`config.mk`:
```
export PLATFORM = sky130hd
export DESIGN_NAME = snake_move_flat
export DESIGN_NICKNAME = d
export VERILOG_FILES = /design/src/rtl/snake_move_if.sv /design/src/rtl/snake_move.sv /design/src/flat_wrapper.sv
export SDC_FILE = /design/constraint.sdc
export NUM_CORES = 1
export LEC_CHECK = 0
export CAP_MARGIN = 30
export CORE_MARGIN = 2
export CORE_UTILIZATION = 43
export DETAILED_ROUTE_END_ITERATION = 8
export DONT_BUFFER_PORTS = 1
export HOLD_SLACK_MARGIN = 0.06
export PLACE_DENSITY = 0.64
export SETUP_SLACK_MARGIN = 0.3
export SLEW_MARGIN = 10
export SYNTH_ARGS = -nofsm -noshare
export SYNTH_HDL_FRONTEND = slang
export SYNTH_SLANG_ARGS = --single-unit
```
`constraint.sdc`:
```
create_clock -name clk -period 7.9 [get_ports clk]
set_input_delay 1.185 -clock clk [delete_from_list [all_inputs] [get_ports clk]]
set_output_delay 1.185 -clock clk [all_outputs]
set_load 0.02 [all_outputs]
```
`src/rtl/snake_move_if.sv`:
```
// rtl/snake_move_if.sv - key, growth, query and status signals of the snake controller
interface snake_move_if;
  logic       key_up;
  logic       key_down;
  logic       key_left;
  logic       key_right;
  logic       key_start;
  logic       add_cube;
  logic [5:0] query_x;
  logic [4:0] query_y;
  logic [5:0] head_x;
  logic [5:0] head_y;
  logic [1:0] status;
  logic [4:0] length;
  logic       step;
  logic       query_hit;

  modport master (
    output key_up, key_down, key_left, key_right, key_start, add_cube, query_x, query_y,
    input  head_x, head_y, status, length, step, query_hit
  );

  modport slave (
    input  key_up, key_down, key_left, key_right, key_start, add_cube, query_x, query_y,
    output head_x, head_y, status, length, step, query_hit
  );
endinterface

```
`src/rtl/snake_move.sv`:
```
// rtl/snake_move.sv - snake movement, body shift register, growth and collision detection
module snake_move #(
  parameter int MAX_LEN     = 16,
  parameter int STEP_CYCLES = 12_500_000,
  parameter int INIT_LEN    = 3
) (
  input logic         clk,
  input logic         rst,
  snake_move_if.slave bus
);
  localparam int CNT_W = $clog2(STEP_CYCLES + 1);

  typedef enum logic [1:0] {S_IDLE = 2'd0, S_PLAY = 2'd1, S_DIE = 2'd2} state_t;
  // Opposite directions share bit 1 and differ in bit 0.
  typedef enum logic [1:0] {D_UP = 2'd0, D_DOWN = 2'd1, D_LEFT = 2'd2, D_RIGHT = 2'd3} dir_t;

  state_t           state_q, state_d;
  dir_t             dir_q, dir_next_q, key_dir;
  logic             key_any, key_accept;
  logic [CNT_W-1:0] tick_q;
  logic             grow_pending_q;
  logic [5:0]       seg_x [MAX_LEN];
  logic [4:0]       seg_y [MAX_LEN];
  logic [4:0]       len_q;
  logic             step_q, query_hit_q;

  logic             terminal, grow, wall_hit, self_hit, hit, query_match;
  logic [5:0]       nx;
  logic [4:0]       ny;
  logic [4:0]       chk_len;

  assign terminal = (state_q == S_PLAY) && (tick_q == CNT_W'(STEP_CYCLES - 1));
  assign grow     = grow_pending_q | bus.add_cube;

  always_comb begin
    key_any = 1'b1;
    key_dir = D_RIGHT;
    if (bus.key_up)         key_dir = D_UP;
    else if (bus.key_down)  key_dir = D_DOWN;
    else if (bus.key_left)  key_dir = D_LEFT;
    else if (bus.key_right) key_dir = D_RIGHT;
    else                    key_any = 1'b0;
    key_accept = key_any && !((key_dir[1] == dir_q[1]) && (key_dir[0] != dir_q[0]));
  end

  always_comb begin
    nx = seg_x[0];
    ny = seg_y[0];
    case (dir_next_q)
      D_UP:    ny = seg_y[0] - 5'd1;
      D_DOWN:  ny = seg_y[0] + 5'd1;
      D_LEFT:  nx = seg_x[0] - 6'd1;
      default: nx = seg_x[0] + 6'd1;
    endcase
    wall_hit = (nx == 6'd0) || (nx == 6'd39) || (ny == 5'd0) || (ny == 5'd29);
    // The tail cube is free to enter only when it vacates, i.e. when not growing.
    chk_len  = grow ? len_q : len_q - 5'd1;
    self_hit = 1'b0;
    for (int i = 0; i < MAX_LEN; i++) begin
      if ((5'(i) < chk_len) && (seg_x[i] == nx) && (seg_y[i] == ny)) self_hit = 1'b1;
    end
    hit = wall_hit | self_hit;
  end

  always_comb begin
    query_match = 1'b0;
    for (int i = 0; i < MAX_LEN; i++) begin
      if ((5'(i) < len_q) && (seg_x[i] == bus.query_x) && (seg_y[i] == bus.query_y))
        query_match = 1'b1;
    end
  end

  always_ff @(posedge clk) begin
    if (rst) state_q <= S_IDLE;
    else     state_q <= state_d;
  end

  always_comb begin
    state_d = state_q;
    case (state_q)
      S_IDLE:  if (bus.key_start) state_d = S_PLAY;
      S_PLAY:  if (terminal && hit) state_d = S_DIE;
      S_DIE:   if (bus.key_start) state_d = S_IDLE;
      default: state_d = S_IDLE;
    endcase
  end

  always_ff @(posedge clk) begin
    if (rst || ((state_q == S_DIE) && bus.key_start)) begin
      tick_q         <= '0;
      grow_pending_q <= 1'b0;
      dir_q          <= D_RIGHT;
      dir_next_q     <= D_RIGHT;
      len_q          <= 5'(INIT_LEN);
      for (int i = 0; i < MAX_LEN; i++) begin
        seg_x[i] <= 6'(20 - i);
        seg_y[i] <= 5'd15;
      end
    end else if (state_q == S_IDLE) begin
      tick_q <= '0;
    end else if (state_q == S_PLAY) begin
      if (key_accept) dir_next_q <= key_dir;
      if (terminal) begin
        tick_q <= '0;
        if (!hit) begin
          dir_q <= dir_next_q;
          for (int i = MAX_LEN - 1; i > 0; i--) begin
            seg_x[i] <= seg_x[i-1];
            seg_y[i] <= seg_y[i-1];
          end
          seg_x[0] <= nx;
          seg_y[0] <= ny;
          if (grow && (len_q < 5'(MAX_LEN))) len_q <= len_q + 5'd1;
          grow_pending_q <= 1'b0;
        end
      end else begin
        tick_q <= tick_q + 1'b1;
        if (bus.add_cube) grow_pending_q <= 1'b1;
      end
    end
  end

  always_ff @(posedge clk) begin
    if (rst) begin
      step_q      <= 1'b0;
      query_hit_q <= 1'b0;
    end else begin
      step_q      <= terminal && !hit;
      query_hit_q <= query_match;
    end
  end

  assign bus.head_x    = seg_x[0];
  assign bus.head_y    = {1'b0, seg_y[0]};
  assign bus.status    = state_q;
  assign bus.length    = len_q;
  assign bus.step      = step_q;
  assign bus.query_hit = query_hit_q;
endmodule

```
`src/flat_wrapper.sv`:
```
// flat-port wrapper written by rule: the top's interface ports become plain ports
module snake_move_flat 
#(
  parameter int MAX_LEN     = 16,
  parameter int STEP_CYCLES = 12_500_000,
  parameter int INIT_LEN    = 3
)
  (clk, rst, bus_key_up, bus_key_down, bus_key_left, bus_key_right, bus_key_start, bus_add_cube, bus_query_x, bus_query_y, bus_head_x, bus_head_y, bus_status, bus_length, bus_step, bus_query_hit);
  snake_move_if bus_i ();
  input logic clk;
  input logic rst;
  input wire logic [$bits(bus_i.key_up)-1:0] bus_key_up;
  input wire logic [$bits(bus_i.key_down)-1:0] bus_key_down;
  input wire logic [$bits(bus_i.key_left)-1:0] bus_key_left;
  input wire logic [$bits(bus_i.key_right)-1:0] bus_key_right;
  input wire logic [$bits(bus_i.key_start)-1:0] bus_key_start;
  input wire logic [$bits(bus_i.add_cube)-1:0] bus_add_cube;
  input wire logic [$bits(bus_i.query_x)-1:0] bus_query_x;
  input wire logic [$bits(bus_i.query_y)-1:0] bus_query_y;
  output wire logic [$bits(bus_i.head_x)-1:0] bus_head_x;
  output wire logic [$bits(bus_i.head_y)-1:0] bus_head_y;
  output wire logic [$bits(bus_i.status)-1:0] bus_status;
  output wire logic [$bits(bus_i.length)-1:0] bus_length;
  output wire logic [$bits(bus_i.step)-1:0] bus_step;
  output wire logic [$bits(bus_i.query_hit)-1:0] bus_query_hit;
  assign bus_i.key_up = bus_key_up;
  assign bus_i.key_down = bus_key_down;
  assign bus_i.key_left = bus_key_left;
  assign bus_i.key_right = bus_key_right;
  assign bus_i.key_start = bus_key_start;
  assign bus_i.add_cube = bus_add_cube;
  assign bus_i.query_x = bus_query_x;
  assign bus_i.query_y = bus_query_y;
  assign bus_head_x = bus_i.head_x;
  assign bus_head_y = bus_i.head_y;
  assign bus_status = bus_i.status;
  assign bus_length = bus_i.length;
  assign bus_step = bus_i.step;
  assign bus_query_hit = bus_i.query_hit;
  snake_move #(.MAX_LEN(MAX_LEN), .STEP_CYCLES(STEP_CYCLES), .INIT_LEN(INIT_LEN)) u_core (.clk(clk), .rst(rst), .bus(bus_i));
endmodule
```
; ---- Yosys cells after proc, flatten, opt, wreduce, memory -nomap -nowiden
; Memories as Yosys holds them, arrays and structs flattened.
; Index checks and enable logic that the tools add are counted.
[totals]
reg_bits = 38
ramBits = 176
in_bits = 19
output_inout_bits = 21
elab_cells = 342
n_memories = 2
[memory_table]
columns = name, words, word_bits, rd, rd_ports_with_merged_regs, write_ports, line_no
row1 = u_core.seg_x, 16, 6, 16, 0, 16, snake_move.sv:22  ; logic [5:0] seg_x [MAX_LEN];
row2 = u_core.seg_y, 16, 5, 16, 0, 16, snake_move.sv:23  ; logic [4:0] seg_y [MAX_LEN];
[op_classes]
addsub = 7
magnitude_cmp = 33
eq_ne = 77
n_mux = 90
bitwise_logic = 36
n_reduce_logical = 89
[ops]
columns = cell, n
row1 = equality test 6 bit, 32
row2 = equality test 5 bit, 32
row3 = two-way mux 6 bit, 16
row4 = two-way mux 5 bit, 17
row5 = "< comparator 4 x 5 -> 1 bit, first input constant", 16
row6 = logical AND 1 bit, 71
row7 = two-way mux 1 bit, 48
row8 = "< comparator 3 x 5 -> 1 bit, first input constant", 8
row9 = OR 1 bit, 34
row10 = "adder 24 x 1 -> 24 bit, second input constant", 1
row11 = "equality test 24 bit, second input constant", 1
row12 = two-way mux 24 bit, 1
row13 = "< comparator 1 x 5 -> 1 bit, first input constant", 4
row14 = "< comparator 2 x 5 -> 1 bit, first input constant", 4
row15 = one-hot mux 6 bit (2 select lines), 1
row16 = "adder 5 x 1 -> 5 bit, second input constant", 2
row17 = two-way mux 2 bit, 5
row18 = one-hot mux 5 bit (2 select lines), 1
row19 = "subtractor 5 x 1 -> 5 bit, second input constant", 2
row20 = "!= test 2 bit, second input constant", 4
row21 = AND reduction 4 bit, 2
row22 = "adder 6 x 1 -> 6 bit, second input constant", 1
row23 = "equality test 6 bit, second input constant", 1
row24 = logical NOT 6 bit, 1
row25 = other kinds (17), 27

; ---- Logic depth before layout (Yosys ltp)
; Gate-level depths: netlist (run 1).
[logic_depth]
ltp_word = 30
depth_mapped = 19
mapped_depth_nobuf = 13

; ---- Worst setup path after synthesis (run 1)
; OpenSTA, ideal clock, no wires.
[synth_path]
kind = register to register
from = memory u_core.seg_y[0][0]
to = memory u_core.seg_x[0][0], enable pin
setup_ns = 1.432
arrival_ns = 6.753
path_slack_ns = -0.286
stages_incl_launch_ff = 18
n_path_buf = 5
synth_period_minus_slack_ns = 8.186
path_cell_list = edfxtp_1 > buf_2 > buf_1 > inv_1 > fa_1 > clkbuf_1 > buf_2 > xor2_1 > nand3_1 > a2bb2oi_1 > a311oi_1 > nand3_1 > a2111oi_0 > a211oi_2 > and4_1 > buf_2 > nand3_1 > nand2_1
[synth_lines]
columns = item, line_no
row1 = start: declaration, snake_move.sv:23
row2 = end: declaration, snake_move.sv:22

==> results of run 1 <==
-- layer usage --
metal  vias up  track usage  part of all wire
met2       492        0.427              0.46
li1       5024            -                 -
met3        97       0.0428             0.082
met4         0       0.0954             0.037
met5         -            0                 0
met1      5430        0.361              0.42
-- cells in the final DEF (no fill, tap or decap), types with 10 or more instances in the layout --
cell type / synthesis / routed
a21oi_1: 29 / 29
and2_1: 76 / 76
buf_4: 21 / 25
clkbuf_16: 0 / 28
dfxtp_1: 38 / 37
edfxtp_1: 176 / 176
inv_1: 18 / 18
mux2i_1: 10 / 10
nand2_1: 69 / 68
nand2b_1: 97 / 97
nand3_1: 47 / 47
nand4_1: 44 / 44
nor2_1: 63 / 63
nor2b_1: 14 / 14
nor3_1: 22 / 22
nor4_1: 50 / 50
o211ai_1: 10 / 10
o21ai_0: 23 / 23
or3_1: 10 / 10
or4_1: 10 / 10
xnor2_1: 180 / 179
xor2_1: 204 / 204
-- worst register-to-register path: cells and delay by family, from the launching register on --
| kind | cells | cell delay [ps] |
|---|---|---|
| compound gates | 3 | 1130 |
| buf+inv | 2 | 890 |
| flops | 1 | 550 |
| xor+xnor | 3 | 500 |
| simple gates | 6 | 2470 |
| fa+ha+maj | 1 | 310 |
-- where the power goes --
group	internal, W	leakage [nW]	total, W	switching (W)
logic	0.000125	2.75	0.000309	0.000184
clock network	0.000647	0.381	0.00112	0.000473
registers	0.00123	1.78	0.00127	0.0000318
total	0.00201	4.91	0.00270	0.000689
-- flip-flops by register name, summed over array words and instances (netlist names) --
| name | cells |
|---|---|
| u_core.dir_next_q | 2 |
| u_core.grow_pending_q | 1 |
| u_core.bus.step | 1 |
| u_core.bus.status | 2 |
| u_core.tick_q | 24 |
| u_core.bus.length | 5 |
| u_core.seg_y | 80 |
| u_core.seg_x | 96 |
| u_core.bus.query_hit | 1 |
| u_core.dir_q | 2 |
-- metrics by stage --
stage	cells	setup slack, ps	util	hold WS, ps	instance area (um^2)
2_1_floorplan	1461	1510	-	454	14800
3_3_place_gp	1820	1900	0.443	465	14900
3_5_place_dp	1822	1770	0.444	485	15000
4_1_cts	1864	1720	0.467	497	15700
5_1_grt	1867	1340	0.468	537	15800
6_report	1868	1710	0.468	492	15800
-- worst paths after layout --
kind	slack, ps	cells after the start	from	to
setup / recovery	1710	15	u_core.dir_next_q[0]	u_core.seg_y[5][1]
hold reg to reg	490	2	u_core.tick_q[20]	u_core.tick_q[20]
hold / removal	490	2	u_core.tick_q[20]	u_core.tick_q[20]
setup reg to reg	1710	15	u_core.dir_next_q[0]	u_core.seg_y[5][1]
-- cells by family after synthesis --
kind of cell | count (synthesis) | synth area share
mux | 13 | 0.00907
fa+ha+maj | 9 | 0.00814
other cells | 1 | 0.000254
compound gates | 157 | 0.0764
xor+xnor | 394 | 0.244
buf+inv | 132 | 0.0454
flops | 214 | 0.410
simple gates | 541 | 0.207
-- cell type report --
| class | count | area, um^2 | share of cell area |
|---|---|---|---|
| clock buffer | 36 | 743 | 0.0471 |
| inverter | 18 | 67.6 | 0.00428 |
| tap | 448 | 561 | 0.0355 |
| sequential | 214 | 6050 | 0.383 |
| timing repair buffer | 30 | 258 | 0.0163 |
| clock inverter | 6 | 30.0 | 0.00190 |
| antenna | 1 | 2.50 | 0.000159 |
| multi-input combinational | 1115 | 8070 | 0.511 |
==> metrics.md, run 1 <==
| Metric | Value |
|---|---|
| Status | `finished, final reports clean` |
| CTS tree | `built` |
| Synth top cells by count | `xor2_1, xnor2_1, edfxtp_1` |
| Leakage dissipation | `between 4 and 5 nW` |
| Initial drt markers | `roughly 1,300` |
| IO buf count | `0` |
| Cell family with most CP delay | `simple AND/OR/NAND/NOR gates` |
| Setup TNS | `0 ps` |
| Layout fillers | `between 3,000 and 4,000` |
| Drt pass-1 iters | `5` |
| Top cell type's share of synthesized area | `0.358` |
| Number of synthesized flops with an enable pin | `roughly 180` |
| Die height | `between 150 and 200 um` |
| Num CTS Buffers | `24` |
| Vias per cell | `a little under 6` |
| Max incr delay on CP | `780 ps` |
| Post-route ant nets | `0` |
| CP Capture Type | `register` |
| Net Count, Synth | `1,489` |
| CTS Sinks | `214` |
| Power per cell area | `around 170 nW/um^2` |
| Crit path time final | `~6200 ps` |
| Hold WC Path Type | `register to register` |
| Root buffer cell | `clkbuf_16` |
| Die W | `189 um` |
| Worst path arrival time | `roughly 6400 ps` |
| Hold Vio Cnt, Final | `0` |
| Most frequent cell after synthesis | `xor2_1` |
| Core box area | `33,700 um^2` |
| Vias | `around 11,000` |
| Syn Inst Count | `1,461` |
| Crit path max fanout | `110` |
| GR Util All Layers | `0.265` |
| CTS Buffer Depth | `3` |
| Period Utilization, post-route | `0.784` |
| Synth warnings | `0` |
| Worst slew pin tran | `around 1000 ps` |
| Synth cell types | `80` |
| Die area | `approximately 36,000 um^2` |
| Ys async rst share | `0` |
| Layout cells sized above 1 | `0.0606` |
| Wire per inst | `25.4 um` |
| Clk slew on worst S/H paths | `about 70 ps` |
| Layout Skew | `15.4 ps` |
| Hpwl dp | `between 30,000 and 40,000 um` |
| Total Power | `~0.0027 W` |
| Register area share after synthesis | `0.410` |
| Max Transition Viols Final | `0` |
| Io pins | `40` |
| Buffers & Inverters on Critical Path | `2` |
| Initial antenna violation count | `1` |
| Vias in the first global route | `10,800` |
| Max VDD drop | `160 uV` |
| Top cells by area, synth | `edfxtp_1, xor2_1, xnor2_1` |
| Final wirelength | `around 47,000 um` |
| Routability Congestion | `0.935` |
| FMAX | `0.162 GHz` |
| Relative slew slack | `0.337` |
| Worst-path cell chain | `buf_4, nand2b_1, xnor2_1, ha_1, nor4_1, a22o_1, xnor2_4, xor2_1, and4b_1, a32o_1, a211oi_2, and4_1, nand3_1, nand2_8, buf_4` |
| Largest net degree at the start of global routing | `~180` |
| Syn Std Cell Area | `between 10,000 and 15,000 um^2` |
| Ys flop type | `edfxtp_1` |
| Post-synthesis register bit count | `roughly 210` |
| Initial Utilization | `0.438` |
| Setup-failing EPs final | `0` |
| Nets | `between 1,000 and 1,500` |
| Max Cap Viol | `0` |
| Required time of the critical path | `~8100 ps` |
| RSZ-0062 raised after global routing | `no` |
| First-pass GRT wire length | `70,600 um` |
| Synth-to-Final Area Change | `6.89%` |
| Critical Path Most Common Cell | `buf_4` |
| Critical path class | `register to register` |
| Dominant cell type by area after synthesis | `edfxtp_1` |
| Hold-fix buffers, CTS | `0` |
| Slowest CP cell | `nand2_8` |
| Gates resized, CTS repair | `0` |
| Crit start category | `register` |
| Syn Area/Cell | `roughly 10 um^2` |
| Worst skew pair latency | `about 550 ps` |
| FP Rows | `67` |
| H-Tree Level Count | `1` |
| Total global routing overflow | `0` |
| Setup Buffers After CTS | `0` |
| DRC violations left | `0` |
No activity file was read; power rests on OpenSTA's default activity.
==> inputs of run 2 (changes only) <==
clock period = 5.6 ns   (was 7.9 ns; I/O delays follow)
==> run 2 against run 1 <==
Combinational power is 47% higher. Cell area is 1.8% higher. First-iteration DRC count is 16% lower. Register-to-register slack worse by 1200 ps. Global-route usage is 0.53 points lower. Maximum frequency is 21% higher. Final cell count is 1.4% higher. Clock skew is 13 ps higher. Clock power is 50% higher. Wire length is 1.1% lower. Worst hold slack worse by 120 ps.
==> metrics.md, run 2 (synthesis results as in run 1) <==
| Metric | Value |
|---|---|
| CTS Buffer Depth | `3 (unchanged)` |
| Slowest CP cell | `a2111oi_0 (was nand2_8)` |
| Die area | `35,800 um^2 (unchanged)` |
| H-Tree Level Count | `1 (unchanged)` |
| Final wirelength | `46,900 um (was 47,400 um)` |
| Worst slew pin tran | `1050 ps (was 995 ps)` |
| Die W | `189 um (unchanged)` |
| Routability Congestion | `0.988 (was 0.935)` |
| GR Util All Layers | `0.260 (was 0.265)` |
| Commonest non-fill, non-tap cell in the layout | `xor2_1 (unchanged)` |
| Total global routing overflow | `0 (unchanged)` |
| Initial antenna violation count | `0 (was 1)` |
| Post-route ant nets | `0 (unchanged)` |
| Setup TNS | `0 ps (unchanged)` |
| Synth-to-Final Area Change | `8.86% (was 6.89%)` |
| Layout cells sized above 1 | `0.0796 (was 0.0606)` |
| CTS tree | `built (unchanged)` |
| Worst-path cell chain | `buf_4, nand2b_1, inv_1, fa_1, xor2_1, o21ai_4, buf_4, xor2_1, a311oi_1, nand3_1, a2111oi_0, a211oi_2, and4_1, nand3_1, nand2_8, buf_12 (was buf_4, nand2b_1, xnor2_1, ha_1, nor4_1, a22o_1, xnor2_4, xor2_1, and4b_1, a32o_1, a211oi_2, and4_1, nand3_1, nand2_8, buf_4)` |
| CTS Sinks | `214 (unchanged)` |
| Sw power | `0.00100 W (was 0.000689 W)` |
| Period Utilization, post-route | `0.912 (was 0.784)` |
| Combinational power share | `0.116 (was 0.115)` |
| Largest register by flop count | `u_core.seg_x (unchanged)` |
| Seq pwr share | `0.456 (was 0.470)` |
| Critical path class | `register to register (unchanged)` |
| Wire per inst | `24.8 um (was 25.4 um)` |
| Hold WC Path Type | `input pin to register (was register to register)` |
| Hold Vio Cnt, Final | `0 (unchanged)` |
| Worst skew pair latency | `560 ps (was 550 ps)` |
| Total Power | `0.00392 W (was 0.00270 W)` |
| Max reg flops | `96 (unchanged)` |
| Crit start category | `register (unchanged)` |
| Initial Utilization | `0.438 (unchanged)` |
| FP Rows | `67 (unchanged)` |
| Die height | `189 um (unchanged)` |
| Vias | `11,200 (was 11,000)` |
| Layout fillers | `3,181 (was 3,147)` |
| RSZ-0062 raised after global routing | `no (unchanged)` |
| First-pass GRT wire length | `69,600 um (was 70,600 um)` |
| CP Capture Type | `register (unchanged)` |
| Vias per cell | `5.92 (was 5.91)` |
| Root buffer cell | `clkbuf_16 (unchanged)` |
| DP Area | `15,200 um^2 (was 15,000 um^2)` |
| Max Transition Viols Final | `0 (unchanged)` |
| Leakage dissipation | `5.06 nW (was 4.91 nW)` |
| Max VDD drop | `212 uV (was 160 uV)` |
| Pint | `0.00291 W (was 0.00201 W)` |
| Relative slew slack | `0.279 (was 0.337)` |
| Post-place setup slack | `558 ps (was 1770 ps)` |
| Crit path max fanout | `49 (was 110)` |
| Num CTS Buffers | `26 (was 24)` |
| Clk slew on worst S/H paths | `60 ps (was 70 ps)` |
| Power per cell area | `244 nW/um^2 (was 171 nW/um^2)` |
| Worst path arrival time | `5380 ps (was 6390 ps)` |
| Hold WS | `371 ps (was 492 ps)` |
| Hold-fix buffers, CTS | `0 (unchanged)` |
| Switching fraction of total power | `0.256 (about the same)` |
| Setup Buffers After CTS | `0 (unchanged)` |
| Worst setup margin | `495 ps (was 1710 ps)` |
| Gates resized, CTS repair | `0 (unchanged)` |
| Setup-failing EPs final | `0 (unchanged)` |
| Crit path time final | `5110 ps (was 6190 ps)` |
| Most frequent cells in the layout | `xor2_1, xnor2_1, edfxtp_1 (unchanged)` |
| Core box area | `33,700 um^2 (unchanged)` |
| IO buf count | `0 (unchanged)` |
| Initial drt markers | `1,110 (was 1,317)` |
| Layout Skew | `28.4 ps (was 15.4 ps)` |
| Hpwl dp | `34,300 um (was 33,500 um)` |
| Max incr delay on CP | `910 ps (was 780 ps)` |
| Status | `finished, final reports clean (unchanged)` |
| Clock power share | `0.429 (was 0.416)` |
| Regs by FF count | `u_core.seg_x: 96 flops, u_core.seg_y: 80 flops, u_core.tick_q: 24 flops (unchanged)` |
| Buffers & Inverters on Critical Path | `4 (was 2)` |
| Required time of the critical path | `5870 ps (was 8100 ps)` |
| Cell family with most CP delay | `compound AO/OA/AOI/OAI gates (was simple AND/OR/NAND/NOR gates)` |
| Max Cap Viol | `0 (unchanged)` |
| Drt pass-1 iters | `7 (was 5)` |
| Post-route cell area | `16,100 um^2 (was 15,800 um^2)` |
| Vias in the first global route | `10,700 (was 10,800)` |
| DRC violations left | `0 (unchanged)` |
| Largest net degree at the start of global routing | `60 (was 178)` |
| Io pins | `40 (unchanged)` |
| Nets | `1,453 (was 1,431)` |
| FMAX | `0.196 GHz (was 0.162 GHz)` |
## run 2: through the flow
stage	cells	utilization
final	1894	0.477
after global routing	1893	0.477
after global placement	1844	0.451
after detailed placement	1845	0.451
after floorplan	1461	-
after CTS	1893	0.476
## run 2: power by group through the flow
stage	logic, W	registers [W]	clock network [W]
after floorplan	0.000349	0.00180	0
after global placement	0.000437	0.00182	0
after detailed placement	0.000444	0.00182	0
after CTS	0.000446	0.00178	0.00171
after global routing	0.000483	0.00179	0.00176
final	0.000453	0.00178	0.00168
## run 2: worst paths after layout
check,startpoint,depth (start not counted),slack [ps],end
min reg2reg,u_core.tick_q[20],2,490,u_core.tick_q[20]
min,rst,1,370,u_core.bus.status[0]
max reg2reg,u_core.dir_next_q[0],16,490,u_core.seg_y[4][1]
max,u_core.dir_next_q[0],16,490,u_core.seg_y[4][1]
## run 2: area by class of cell
cell class	instances	area, um^2	area share
inverter	18	67.6	0.00421
sequential	214	6050	0.376
clock buffer	37	752	0.0468
tap	448	561	0.0349
clock inverter	11	101	0.00631
multi-input combinational	1115	8070	0.503
timing repair buffer	50	460	0.0287
antenna	1	2.50	0.000156
## run 2: layer usage
layer	global-route usage	vias to the layer above	routed length, um
li1	-	5085	-
met1	0.340	5591	19400
met3	0.0512	103	3550
met4	0.0903	0	1800
met5	0	-	0
met2	0.429	432	22200
## run 2: worst register-to-register path, cell delays in order (launching register included)
cell	delay (ps)
dfxtp_1	320
buf_4	220
nand2b_1	260
inv_1	150
fa_1	460
xor2_1	220
o21ai_4	420
buf_4	250
xor2_1	70
a311oi_1	320
nand3_1	110
a2111oi_0	910
a211oi_2	230
and4_1	260
nand3_1	220
nand2_8	150
buf_12	240
==> inputs of run 3 (changes only) <==
BUFFER_PORTS_ARGS = -buffer_cell sky130_fd_sc_hd__buf_4   (was unset)
CAP_MARGIN = unset   (was 30)
DONT_BUFFER_PORTS = unset   (was 1)
PLACE_DENSITY = 0.65   (was 0.64)
==> run 3 against run 2 <==
Wire length grew 1.8%. Largest power group is now clock. Highest routed layer unchanged. Largest cell class unchanged. Final cell count grew 2.3%. Die area is the same.
==> metrics.md, run 3 (synthesis results as in run 1) <==
| Metric | Value |
|---|---|
| Status | `finished, final reports clean (unchanged)` |
| Hold path cells | `2 (was 1)` |
| Root buffer cell | `clkbuf_16 (unchanged)` |
| Hpwl dp | `33,900 um (was 34,300 um)` |
| Die W | `189 um (unchanged)` |
| Layout Skew | `22.7 ps (was 28.4 ps)` |
| Initial drt markers | `1,346 (was 1,110)` |
| Crit path max fanout | `48 (was 49)` |
| Worst setup path start | `u_core.dir_next_q[0] (unchanged)` |
| Period Utilization, post-route | `0.894 (was 0.912)` |
| CTS tree | `built (unchanged)` |
| Post-route ant nets | `0 (unchanged)` |
| Initial antenna violation count | `2 (was 0)` |
| Worst path arrival time | `5310 ps (was 5380 ps)` |
| Num CTS Buffers | `26 (unchanged)` |
| CP Capture Type | `register (unchanged)` |
| First-pass GRT wire length | `71,100 um (was 69,600 um)` |
| Die area | `35,800 um^2 (unchanged)` |
| Worst skew pair latency | `560 ps (about the same)` |
| Hold WS | `488 ps (was 371 ps)` |
| Dpl cells | `1,886 (was 1,845)` |
| Final wirelength | `47,700 um (was 46,900 um)` |
| Wire per inst | `24.6 um (was 24.8 um)` |
| FP Rows | `67 (unchanged)` |
| Drt pass-1 iters | `5 (was 7)` |
| Final cell count without fillers | `1,937 (was 1,894)` |
| Initial Utilization | `0.438 (unchanged)` |
| GR Util All Layers | `0.265 (was 0.260)` |
| Setup-failing EPs final | `0 (unchanged)` |
| Die height | `189 um (unchanged)` |
| Synth-to-Final Area Change | `11.5% (was 8.86%)` |
| Clk slew on worst S/H paths | `60 ps (about the same)` |
| Reg area | `6050 um^2 (unchanged)` |
| CTS Sinks | `214 (unchanged)` |
| Layout fillers | `3,088 (was 3,181)` |
| Vias in the first global route | `11,300 (was 10,700)` |
| Routability Congestion | `0.994 (was 0.988)` |
| H-Tree Level Count | `1 (unchanged)` |
| Register-to-Register Path Depth | `15 (was 16)` |
| Vias per cell | `6.00 (was 5.92)` |
| Max VDD drop | `237 uV (was 212 uV)` |
| Reg-to-Reg Start | `u_core.dir_next_q[0] (unchanged)` |
| FMAX | `0.200 GHz (was 0.196 GHz)` |
| Nets | `1,494 (was 1,453)` |
| Total global routing overflow | `0 (unchanged)` |
| RR Endpoint | `u_core.seg_y[6][3] (was u_core.seg_y[4][1])` |
| CTS Buffer Depth | `3 (unchanged)` |
| Crit start category | `register (unchanged)` |
| Max Cap Viol | `0 (unchanged)` |
| Io pins | `40 (unchanged)` |
| CP endpoint | `u_core.seg_y[6][3] (was u_core.seg_y[4][1])` |
| Max Transition Viols Final | `0 (unchanged)` |
| Most frequent cells in the layout | `xor2_1, xnor2_1, edfxtp_1 (unchanged)` |
| Core box area | `33,700 um^2 (unchanged)` |
| Power per cell area | `255 nW/um^2 (was 244 nW/um^2)` |
| Required time of the critical path | `5910 ps (was 5870 ps)` |
| Critical path class | `register to register (unchanged)` |
| Hold WC Path Type | `register to register (was input pin to register)` |
| Total Power | `0.00420 W (was 0.00392 W)` |
| DRC violations left | `0 (unchanged)` |
| Multi-input logic area | `8070 um^2 (about the same)` |
| Vias | `11,600 (was 11,200)` |
| Relative slew slack | `0.344 (was 0.279)` |
| Regs by FF count | `u_core.seg_x: 96 flops, u_core.seg_y: 80 flops, u_core.tick_q: 24 flops (unchanged)` |
| Layout cells sized above 1 | `0.105 (was 0.0796)` |
| Leakage dissipation | `5.30 nW (was 5.06 nW)` |
| Reg2reg setup slack | `600 ps (was 490 ps)` |
| Worst slew pin tran | `978 ps (was 1050 ps)` |
| Largest net degree at the start of global routing | `72 (was 60)` |
| Setup TNS | `0 ps (unchanged)` |
| IO buf count | `38 (was 0)` |
| Largest register by flop count | `u_core.seg_x (unchanged)` |
| Commonest non-fill, non-tap cell in the layout | `xor2_1 (unchanged)` |
| RSZ-0062 raised after global routing | `no (unchanged)` |
| Hold Vio Cnt, Final | `0 (unchanged)` |
| Setup Buffers After CTS | `0 (unchanged)` |
| Max reg flops | `96 (unchanged)` |
| Crit path time final | `5000 ps (was 5110 ps)` |
## run 3: cell types whose count changed in the layout (fill, tap and decap cells not counted), sizes merged
| cell | before | now |
|---|---|---|
| buf | 50 | 91 |
| bufinv | 1 | 7 |
| clkbuf | 37 | 30 |
| clkinv | 6 | 10 |
| clkinvlp | 1 | 0 |
| diode | 1 | 3 |
| inv | 21 | 19 |
## run 3: what timing repair did
item,in CTS,in global routing
setup endpoints to repair,0,139
hold buffers,0,0
gates resized for setup,0,1
## run 3: stage by stage
step / cell area (um^2) / utilization / worst slack, ps
after CTS: 16400 / 0.488 / 676
after global routing: 16400 / 0.488 / 378
after global placement: 15500 / 0.460 / 746
final: 16500 / 0.488 / 595
after detailed placement: 15500 / 0.460 / 703
after floorplan: 14800 / - / 574
## run 3: how the worst min path moves through the flow
stage | end | slack [ps] | startpoint
after detailed placement | u_core.tick_q[20] | 480 | u_core.tick_q[20]
after global placement | u_core.tick_q[20] | 470 | u_core.tick_q[20]
final | u_core.tick_q[20] | 490 | u_core.tick_q[20]
after global routing | u_core.tick_q[20] | 500 | u_core.tick_q[20]
after floorplan | u_core.tick_q[20] | 450 | u_core.tick_q[20]
after CTS | u_core.tick_q[20] | 490 | u_core.tick_q[20]
## run 3: power by group
group          internal (W)  switching (W)  leakage, nW
Sequential          0.00174      0.0000422         1.78
Clock               0.00120       0.000705        0.475
Combinational      0.000191       0.000316         3.05
## run 3: critical path: stages, from the launching register on
cell and delay, ps:
dfxtp_1 330, buf_4 250, nand2b_1 200, inv_1 150
fa_1 440, buf_4 210, mux2_2 380, xnor2_1 150
a2111oi_0 580, nand3_1 210, or4_1 430, and4_1 220
and4_1 270, nand3_1 230, nand2_8 300, buf_4 330
## run 3: final cells by class
cell class              count  area share
multi-input cells        1115       0.490
repair buffers             91      0.0453
inverters                  18     0.00411
well taps                 448      0.0341
clock inverters            18      0.0167
clock buffers              30      0.0417
diodes                      3    0.000456
flip-flops and latches    214       0.367
## run 3: metal layers
| layer | global-route usage | share of wire |
|---|---|---|
| met1 | 0.343 | 0.40 |
| met4 | 0.134 | 0.056 |
| met5 | 0 | 0 |
| met3 | 0.0639 | 0.10 |
| met2 | 0.414 | 0.44 |
